[src/rtl/program_loader_if.sv]
// Control, loader-source and CPU-side signals of the program loader, bundled for port hookup.
// master = the driving environment, slave = program_loader.
interface program_loader_if;
    logic        start;
    logic        abort;
    logic [3:0]  load_count;
    logic [7:0]  run_cycles;
    logic        ld_valid;
    logic [10:0] ld_data;
    logic        ld_ready;
    logic        RAM_Write_Enable;
    logic [2:0]  RAM_Write_Address;
    logic [10:0] RAM_Write_Data;
    logic        cpu_reset;
    logic        PC_Enable;
    logic        busy;
    logic        done;
    logic        error;

    modport master (
        output start, abort, load_count, run_cycles, ld_valid, ld_data,
        input  ld_ready, RAM_Write_Enable, RAM_Write_Address, RAM_Write_Data,
               cpu_reset, PC_Enable, busy, done, error
    );

    modport slave (
        input  start, abort, load_count, run_cycles, ld_valid, ld_data,
        output ld_ready, RAM_Write_Enable, RAM_Write_Address, RAM_Write_Data,
               cpu_reset, PC_Enable, busy, done, error
    );
endinterface

[src/rtl/program_loader.sv]
// Loads up to 8 instruction words into CPU RAM, releases CPU reset and runs it for a set cycle count.
// Latency: each accepted word is written one cycle after its handshake; all outputs registered.
// Backpressure: ld_ready is high for the whole LOAD phase; a low ld_valid simply stalls, no timeout.
module program_loader (
    input  logic            clk,
    input  logic            reset,
    program_loader_if.slave bus
);

    typedef enum logic [2:0] {IDLE, LOAD, START, RUN, FINISH} state_t;

    state_t      state;
    logic [2:0]  ptr;
    logic [3:0]  len;
    logic [7:0]  run_len;
    logic [7:0]  run_cnt;

    logic legal_count;
    logic last_word;
    logic run_last;

    assign legal_count = (bus.load_count != 4'd0) && (bus.load_count <= 4'd8);
    assign last_word   = ({1'b0, ptr} == (len - 4'd1));
    // run_len == 0 means free-run; only abort or reset ends it.
    assign run_last    = (run_len != 8'd0) && (run_cnt == (run_len - 8'd1));

    always_ff @(posedge clk) begin
        if (reset) begin
            state                 <= IDLE;
            ptr                   <= 3'd0;
            len                   <= 4'd0;
            run_len               <= 8'd0;
            run_cnt               <= 8'd0;
            bus.ld_ready          <= 1'b0;
            bus.RAM_Write_Enable  <= 1'b0;
            bus.RAM_Write_Address <= 3'd0;
            bus.RAM_Write_Data    <= 11'd0;
            bus.cpu_reset         <= 1'b1;
            bus.PC_Enable         <= 1'b0;
            bus.busy              <= 1'b0;
            bus.done              <= 1'b0;
            bus.error             <= 1'b0;
        end else begin
            bus.RAM_Write_Enable <= 1'b0;
            bus.done             <= 1'b0;
            bus.error            <= 1'b0;

            if (bus.abort && (state != IDLE)) begin
                state         <= IDLE;
                bus.ld_ready  <= 1'b0;
                bus.cpu_reset <= 1'b1;
                bus.PC_Enable <= 1'b0;
                bus.busy      <= 1'b0;
            end else begin
                case (state)
                    IDLE: begin
                        if (bus.start && !bus.abort) begin
                            if (legal_count) begin
                                state        <= LOAD;
                                len          <= bus.load_count;
                                run_len      <= bus.run_cycles;
                                ptr          <= 3'd0;
                                bus.ld_ready <= 1'b1;
                                bus.busy     <= 1'b1;
                            end else begin
                                bus.error <= 1'b1;
                            end
                        end
                    end
                    LOAD: begin
                        if (bus.ld_valid && bus.ld_ready) begin
                            bus.RAM_Write_Enable  <= 1'b1;
                            bus.RAM_Write_Address <= ptr;
                            bus.RAM_Write_Data    <= bus.ld_data;
                            ptr                   <= ptr + 3'd1;
                            if (last_word) begin
                                state        <= START;
                                bus.ld_ready <= 1'b0;
                            end
                        end
                    end
                    START: begin
                        state         <= RUN;
                        bus.cpu_reset <= 1'b0;
                        bus.PC_Enable <= 1'b1;
                        run_cnt       <= 8'd0;
                    end
                    RUN: begin
                        if (run_last) begin
                            state         <= FINISH;
                            bus.PC_Enable <= 1'b0;
                            bus.cpu_reset <= 1'b1;
                            bus.done      <= 1'b1;
                        end else if (run_cnt != 8'hFF) begin
                            run_cnt <= run_cnt + 8'd1;
                        end
                    end
                    FINISH: begin
                        state    <= IDLE;
                        bus.busy <= 1'b0;
                    end
                    default: begin
                        state <= IDLE;
                    end
                endcase
            end
        end
    end

endmodule

[src/flat_wrapper.sv]
// flat-port wrapper written by rule: the top's interface ports become plain ports
module program_loader_flat 
  (clk, reset, bus_start, bus_abort, bus_load_count, bus_run_cycles, bus_ld_valid, bus_ld_data, bus_ld_ready, bus_RAM_Write_Enable, bus_RAM_Write_Address, bus_RAM_Write_Data, bus_cpu_reset, bus_PC_Enable, bus_busy, bus_done, bus_error);
  program_loader_if bus_i ();
  input  logic clk;
  input  logic reset;
  input wire logic [$bits(bus_i.start)-1:0] bus_start;
  input wire logic [$bits(bus_i.abort)-1:0] bus_abort;
  input wire logic [$bits(bus_i.load_count)-1:0] bus_load_count;
  input wire logic [$bits(bus_i.run_cycles)-1:0] bus_run_cycles;
  input wire logic [$bits(bus_i.ld_valid)-1:0] bus_ld_valid;
  input wire logic [$bits(bus_i.ld_data)-1:0] bus_ld_data;
  output wire logic [$bits(bus_i.ld_ready)-1:0] bus_ld_ready;
  output wire logic [$bits(bus_i.RAM_Write_Enable)-1:0] bus_RAM_Write_Enable;
  output wire logic [$bits(bus_i.RAM_Write_Address)-1:0] bus_RAM_Write_Address;
  output wire logic [$bits(bus_i.RAM_Write_Data)-1:0] bus_RAM_Write_Data;
  output wire logic [$bits(bus_i.cpu_reset)-1:0] bus_cpu_reset;
  output wire logic [$bits(bus_i.PC_Enable)-1:0] bus_PC_Enable;
  output wire logic [$bits(bus_i.busy)-1:0] bus_busy;
  output wire logic [$bits(bus_i.done)-1:0] bus_done;
  output wire logic [$bits(bus_i.error)-1:0] bus_error;
  assign bus_i.start = bus_start;
  assign bus_i.abort = bus_abort;
  assign bus_i.load_count = bus_load_count;
  assign bus_i.run_cycles = bus_run_cycles;
  assign bus_i.ld_valid = bus_ld_valid;
  assign bus_i.ld_data = bus_ld_data;
  assign bus_ld_ready = bus_i.ld_ready;
  assign bus_RAM_Write_Enable = bus_i.RAM_Write_Enable;
  assign bus_RAM_Write_Address = bus_i.RAM_Write_Address;
  assign bus_RAM_Write_Data = bus_i.RAM_Write_Data;
  assign bus_cpu_reset = bus_i.cpu_reset;
  assign bus_PC_Enable = bus_i.PC_Enable;
  assign bus_busy = bus_i.busy;
  assign bus_done = bus_i.done;
  assign bus_error = bus_i.error;
  program_loader u_core (.clk(clk), .reset(reset), .bus(bus_i));
endmodule
[config.mk]
export PLATFORM = sky130hd
export DESIGN_NAME = program_loader_flat
export DESIGN_NICKNAME = d
export VERILOG_FILES = /design/src/rtl/program_loader_if.sv /design/src/rtl/program_loader.sv /design/src/flat_wrapper.sv
export SDC_FILE = /design/constraint.sdc
export NUM_CORES = 1
export LEC_CHECK = 0
export BUFFER_PORTS_ARGS = -buffer_cell sky130_fd_sc_hd__buf_2
export CAP_MARGIN = 25
export CORE_UTILIZATION = 50
export CTS_CLUSTER_SIZE = 20
export DETAILED_ROUTE_END_ITERATION = 6
export PLACE_DENSITY = 0.74
export SYNTH_ARGS = -nofsm -noshare
export SYNTH_HDL_FRONTEND = slang
export SYNTH_SLANG_ARGS = --single-unit
[constraint.sdc]
create_clock -name clk -period 3.54 [get_ports clk]
set_clock_uncertainty 0.15 [all_clocks]
set_input_delay 0.177 -clock clk [delete_from_list [all_inputs] [get_ports clk]]
set_output_delay 0.177 -clock clk [all_outputs]
set_load 0.02 [all_outputs]
==> summary.md <==
* **die outline area** 4860 µm²
* **Critical R2R Launch** u_core.run_len[0]
* **status** finished, final reports clean
* **input/output buffers** 48
* **pin count of the biggest net entering global routing** 35
* **max-cap violations** 0
* **antenna violations before repair** 0
* **final period utilization** 81.4%
* **number of flops mapped to enable cells by yosys** 0
* **placed instance area** 2550 µm²
* **proportion of power drawn by flip-flops and latches** 51.2%
* **fraction of layout cells with a size suffix above 1** 17.9%
* **global-route usage over all layers** 23.5%
* **fillcell total** 385
* **post-detailed-placement half-perimeter wirelength** 3630 µm
* **Inserted Clock Buffers** 5
* **worst path buffer plus inverter count** 0
* **Peak Freq** 347 MHz
* **class of the tightest hold or removal check** input port to flip-flop
* **First DRT Iteration DRCs** 163
* **mean area per synthesized cell** 7.85 µm²
* **number of setup buffers added after CTS** 0
* **Vias/cell** 5.43
* **number of levels the H-tree was split into** 2
* **Storage cell area** 941 µm²
* **IR Drop Worst-Case VDD** 0.308 mV
* **clock group share of total power** 37.8%
* **Main synth FF type** sky130_fd_sc_hd__dfxtp_1
* **worst-path cell chain** or4_4 -> nor2_1 -> mux2_2 -> o31ai_2 -> nand2_1 -> o21ai_0 -> a21oi_1
* **Crit Path Max Fanout** 7
* **post-route DRC violation count** 0
* **Post-Synthesis Cell Area** 2290 µm²
* **Post-DRT Antenna Nets** 0
* **most numerous cell in the Yosys netlist** sky130_fd_sc_hd__nand2_1
* **Setup Viol. Count Final** 0
* **net count after synthesis** 324
* **part of the Yosys area used for sequential elements** 41.0%
* **global-route wire length before repair** 9270 µm
* **Power Density** 371 nW/µm²
* **sort of element at the end of the critical path** flip-flop
* **cell area after layout** 2890 µm²
* **most used standard cells in the synthesized netlist** sky130_fd_sc_hd__nand2_1, sky130_fd_sc_hd__dfxtp_1, sky130_fd_sc_hd__a21oi_1, sky130_fd_sc_hd__nor2_1, sky130_fd_sc_hd__nor3_1
* **Std-Cell Rows** 24
* **Period minus WS final** 2.88 ns
* **GRT overflow** 0
* **initial standard-cell utilization of the core** 52.3%
* **fin nets** 388
* **Skew-Pair Late Insertion Delay** 0.30 ns
* **register bit total from synthesis** 47
* **post-synth cell types** 44
* **via count of the first global-routing pass** 2093
* **WP data required** 3.57 ns
* **top-level port count** 49
* **Max Root-Sink Buffers** 2
* **Clock Sinks** 47
* **post-synth top area cell** sky130_fd_sc_hd__dfxtp_1
* **Comb power frac** 11.1%
* **buffer cell driving the clock tree root** sky130_fd_sc_hd__clkbuf_8
* **switching part of the total** 24.4%
* **core footprint** 4380 µm²
* **die extent in x** 69.7 µm
* **delay of the slowest cell on the worst path** 0.56 ns
* **startpoint type of the worst setup path** flip-flop
* **combined area of the multi-input logic cells** 1260 µm²
* **total count of hold-check failures in the final report** 0
* **Worst Path Class, Setup** flip-flop to flip-flop
* **number of warnings reported in the yosys synthesis log** 0
* **internal cell power** 810 µW
* **total inserted antenna cells** 0
* **Top delay family on crit path** simple AND/OR/NAND/NOR gates
* **max-slew violation count** 0
* **TritonRoute pass-1 iters** 4
* **cell leakage power** 0.00113 µW
* **clock-pin slew on the worst setup and hold paths** 0.09 ns
* **overall die height** 69.7 µm
* **standard cell with the maximum stage delay on the critical path** sky130_fd_sc_hd__or4_4
* **worst hold margin** 0.00744 ns
* **weighted congestion reported at the end of routability-driven placement** 0.818
* **critical path startpoint** u_core.run_len[0]
* **synth top area cells** sky130_fd_sc_hd__dfxtp_1, sky130_fd_sc_hd__nand2_1, sky130_fd_sc_hd__a21oi_1, sky130_fd_sc_hd__xnor2_1, sky130_fd_sc_hd__xor2_1
* **final core occ** 65.9%
* **top-area cell type share of the netlist area** 41.0%
* **cell count after synthesis** 292
* **count of instances resized after the clock tree is built** 0
* **average detailed-routed wire length per instance** 13.3 µm
* **net switching power** 261 µW
* **total length of routed wires** 5430 µm
* **hold path startpoint** bus_load_count[2]
* **Total Negative Setup Slacks** 0 ns
* **CTS tree** yes
* **fraction of registers with async set/reset** 0%
* **Slew @ Worst Pin** 0.932 ns
* **unrepaired setup endpoints after global routing** no
* **CP Data Arrival Time** 2.91 ns
* **Syn-to-layout area delta** 26.0%
* **remaining max-slew budget at the tightest pin** 37.6%
* **detailed-route via count** 2222
cell families (layout without fill, tap and decap cells):
logic type               after synthesis  after routing  share of synthesized area [%]
AND/OR/NAND/NOR                      133            133                           26.4
adder cells (fa/ha/maj)                4              4                           2.18
multiplexers                           2              2                          0.928
flip-flops                            47             47                           41.0
AO/OA/AOI/OAI                         63             63                           18.0
XOR/XNOR                              20             20                           7.64
buffers and inverters                 23             88                           3.77
final cells by class:
type | count | area share, %
multi-input cells | 222 | 43.8
well taps | 52 | 2.25
flip-flops and latches | 47 | 32.6
inverters | 9 | 1.17
clock buffers | 5 | 2.38
clock inverters | 3 | 1.65
repair buffers | 71 | 16.2
worst reg2reg max path, cell delays in order, from the launching register on:
cell and delay [ns]:
sky130_fd_sc_hd__dfxtp_1 0.36, sky130_fd_sc_hd__or4_4 0.56, sky130_fd_sc_hd__nor2_1 0.18, sky130_fd_sc_hd__mux2_2 0.36, sky130_fd_sc_hd__o31ai_2 0.52, sky130_fd_sc_hd__nand2_1 0.31, sky130_fd_sc_hd__o21ai_0 0.23, sky130_fd_sc_hd__a21oi_1 0.08
per-layer routing:
metal | wire length [µm] | part of all wire [%] | GRT usage, % | up-vias
met3 | 214 | 3.9 | 5.09 | 20
met4 | 163 | 3.0 | 11.6 | 0
li1 | - | - | - | 1135
met5 | 0 | 0 | 0 | -
met2 | 2620 | 48 | 38.3 | 63
met1 | 2430 | 45 | 29.5 | 1004
repair_timing:
item / CTS / global route
hold endpoints to repair: 22 / 0
hold buffers: 22 / 0
setup endpoints to repair: 0 / 0
cells in the final DEF (no fill, tap or decap), types with 4 or more instances in the layout:
| cell | instances |
|---|---|
| sky130_fd_sc_hd__a21oi_1 | 32 |
| sky130_fd_sc_hd__buf_2 | 48 |
| sky130_fd_sc_hd__clkbuf_8 | 5 |
| sky130_fd_sc_hd__dfxtp_1 | 47 |
| sky130_fd_sc_hd__dlygate4sd3_1 | 22 |
| sky130_fd_sc_hd__ha_1 | 4 |
| sky130_fd_sc_hd__inv_1 | 9 |
| sky130_fd_sc_hd__nand2_1 | 67 |
| sky130_fd_sc_hd__nand2b_1 | 9 |
| sky130_fd_sc_hd__nand3_1 | 4 |
| sky130_fd_sc_hd__nand4_1 | 6 |
| sky130_fd_sc_hd__nor2_1 | 19 |
| sky130_fd_sc_hd__nor3_1 | 14 |
| sky130_fd_sc_hd__o21ai_0 | 6 |
| sky130_fd_sc_hd__xnor2_1 | 11 |
| sky130_fd_sc_hd__xor2_1 | 9 |
metrics by stage:
stage          std cells  worst slack [ns]  total power [µW]
2_1_floorplan        292             0.994               627
3_3_place_gp         379             0.815               657
6_report             409             0.660              1070
3_5_place_dp         379             0.700               658
5_1_grt              409             0.522              1120
4_1_cts              409             0.689              1080
sequential cells by signal (all words and copies together), names as in the netlist:
signal	cells
u_core.bus.RAM_Write_Address	3
u_core.state	3
u_core.bus.error	1
u_core.bus.cpu_reset	1
u_core.bus.RAM_Write_Enable	1
u_core.bus.RAM_Write_Data	11
u_core.run_cnt	8
u_core.bus.PC_Enable	1
u_core.run_len	8
u_core.len	4
u_core.ptr	3
u_core.bus.done	1
u_core.bus.ld_ready	1
u_core.bus.busy	1
worst paths after layout:
check	to	slack [ns]	cells after the start
worst min-delay path	u_core.len[2]	0.007	3
worst min register to register	u_core.bus.RAM_Write_Address[2]	0.30	2
worst max register to register	u_core.bus.PC_Enable	0.66	7
worst max-delay path	u_core.bus.PC_Enable	0.66	7
power groups by stage:
stage	clock, µW	combinational, µW	sequential (µW)
3_5_place_dp	0	98.2	560
5_1_grt	435	132	550
6_report	404	119	548
4_1_cts	417	118	548
3_3_place_gp	0	96.5	560
2_1_floorplan	0	67.7	559
Power figures use the tool's default switching activity.
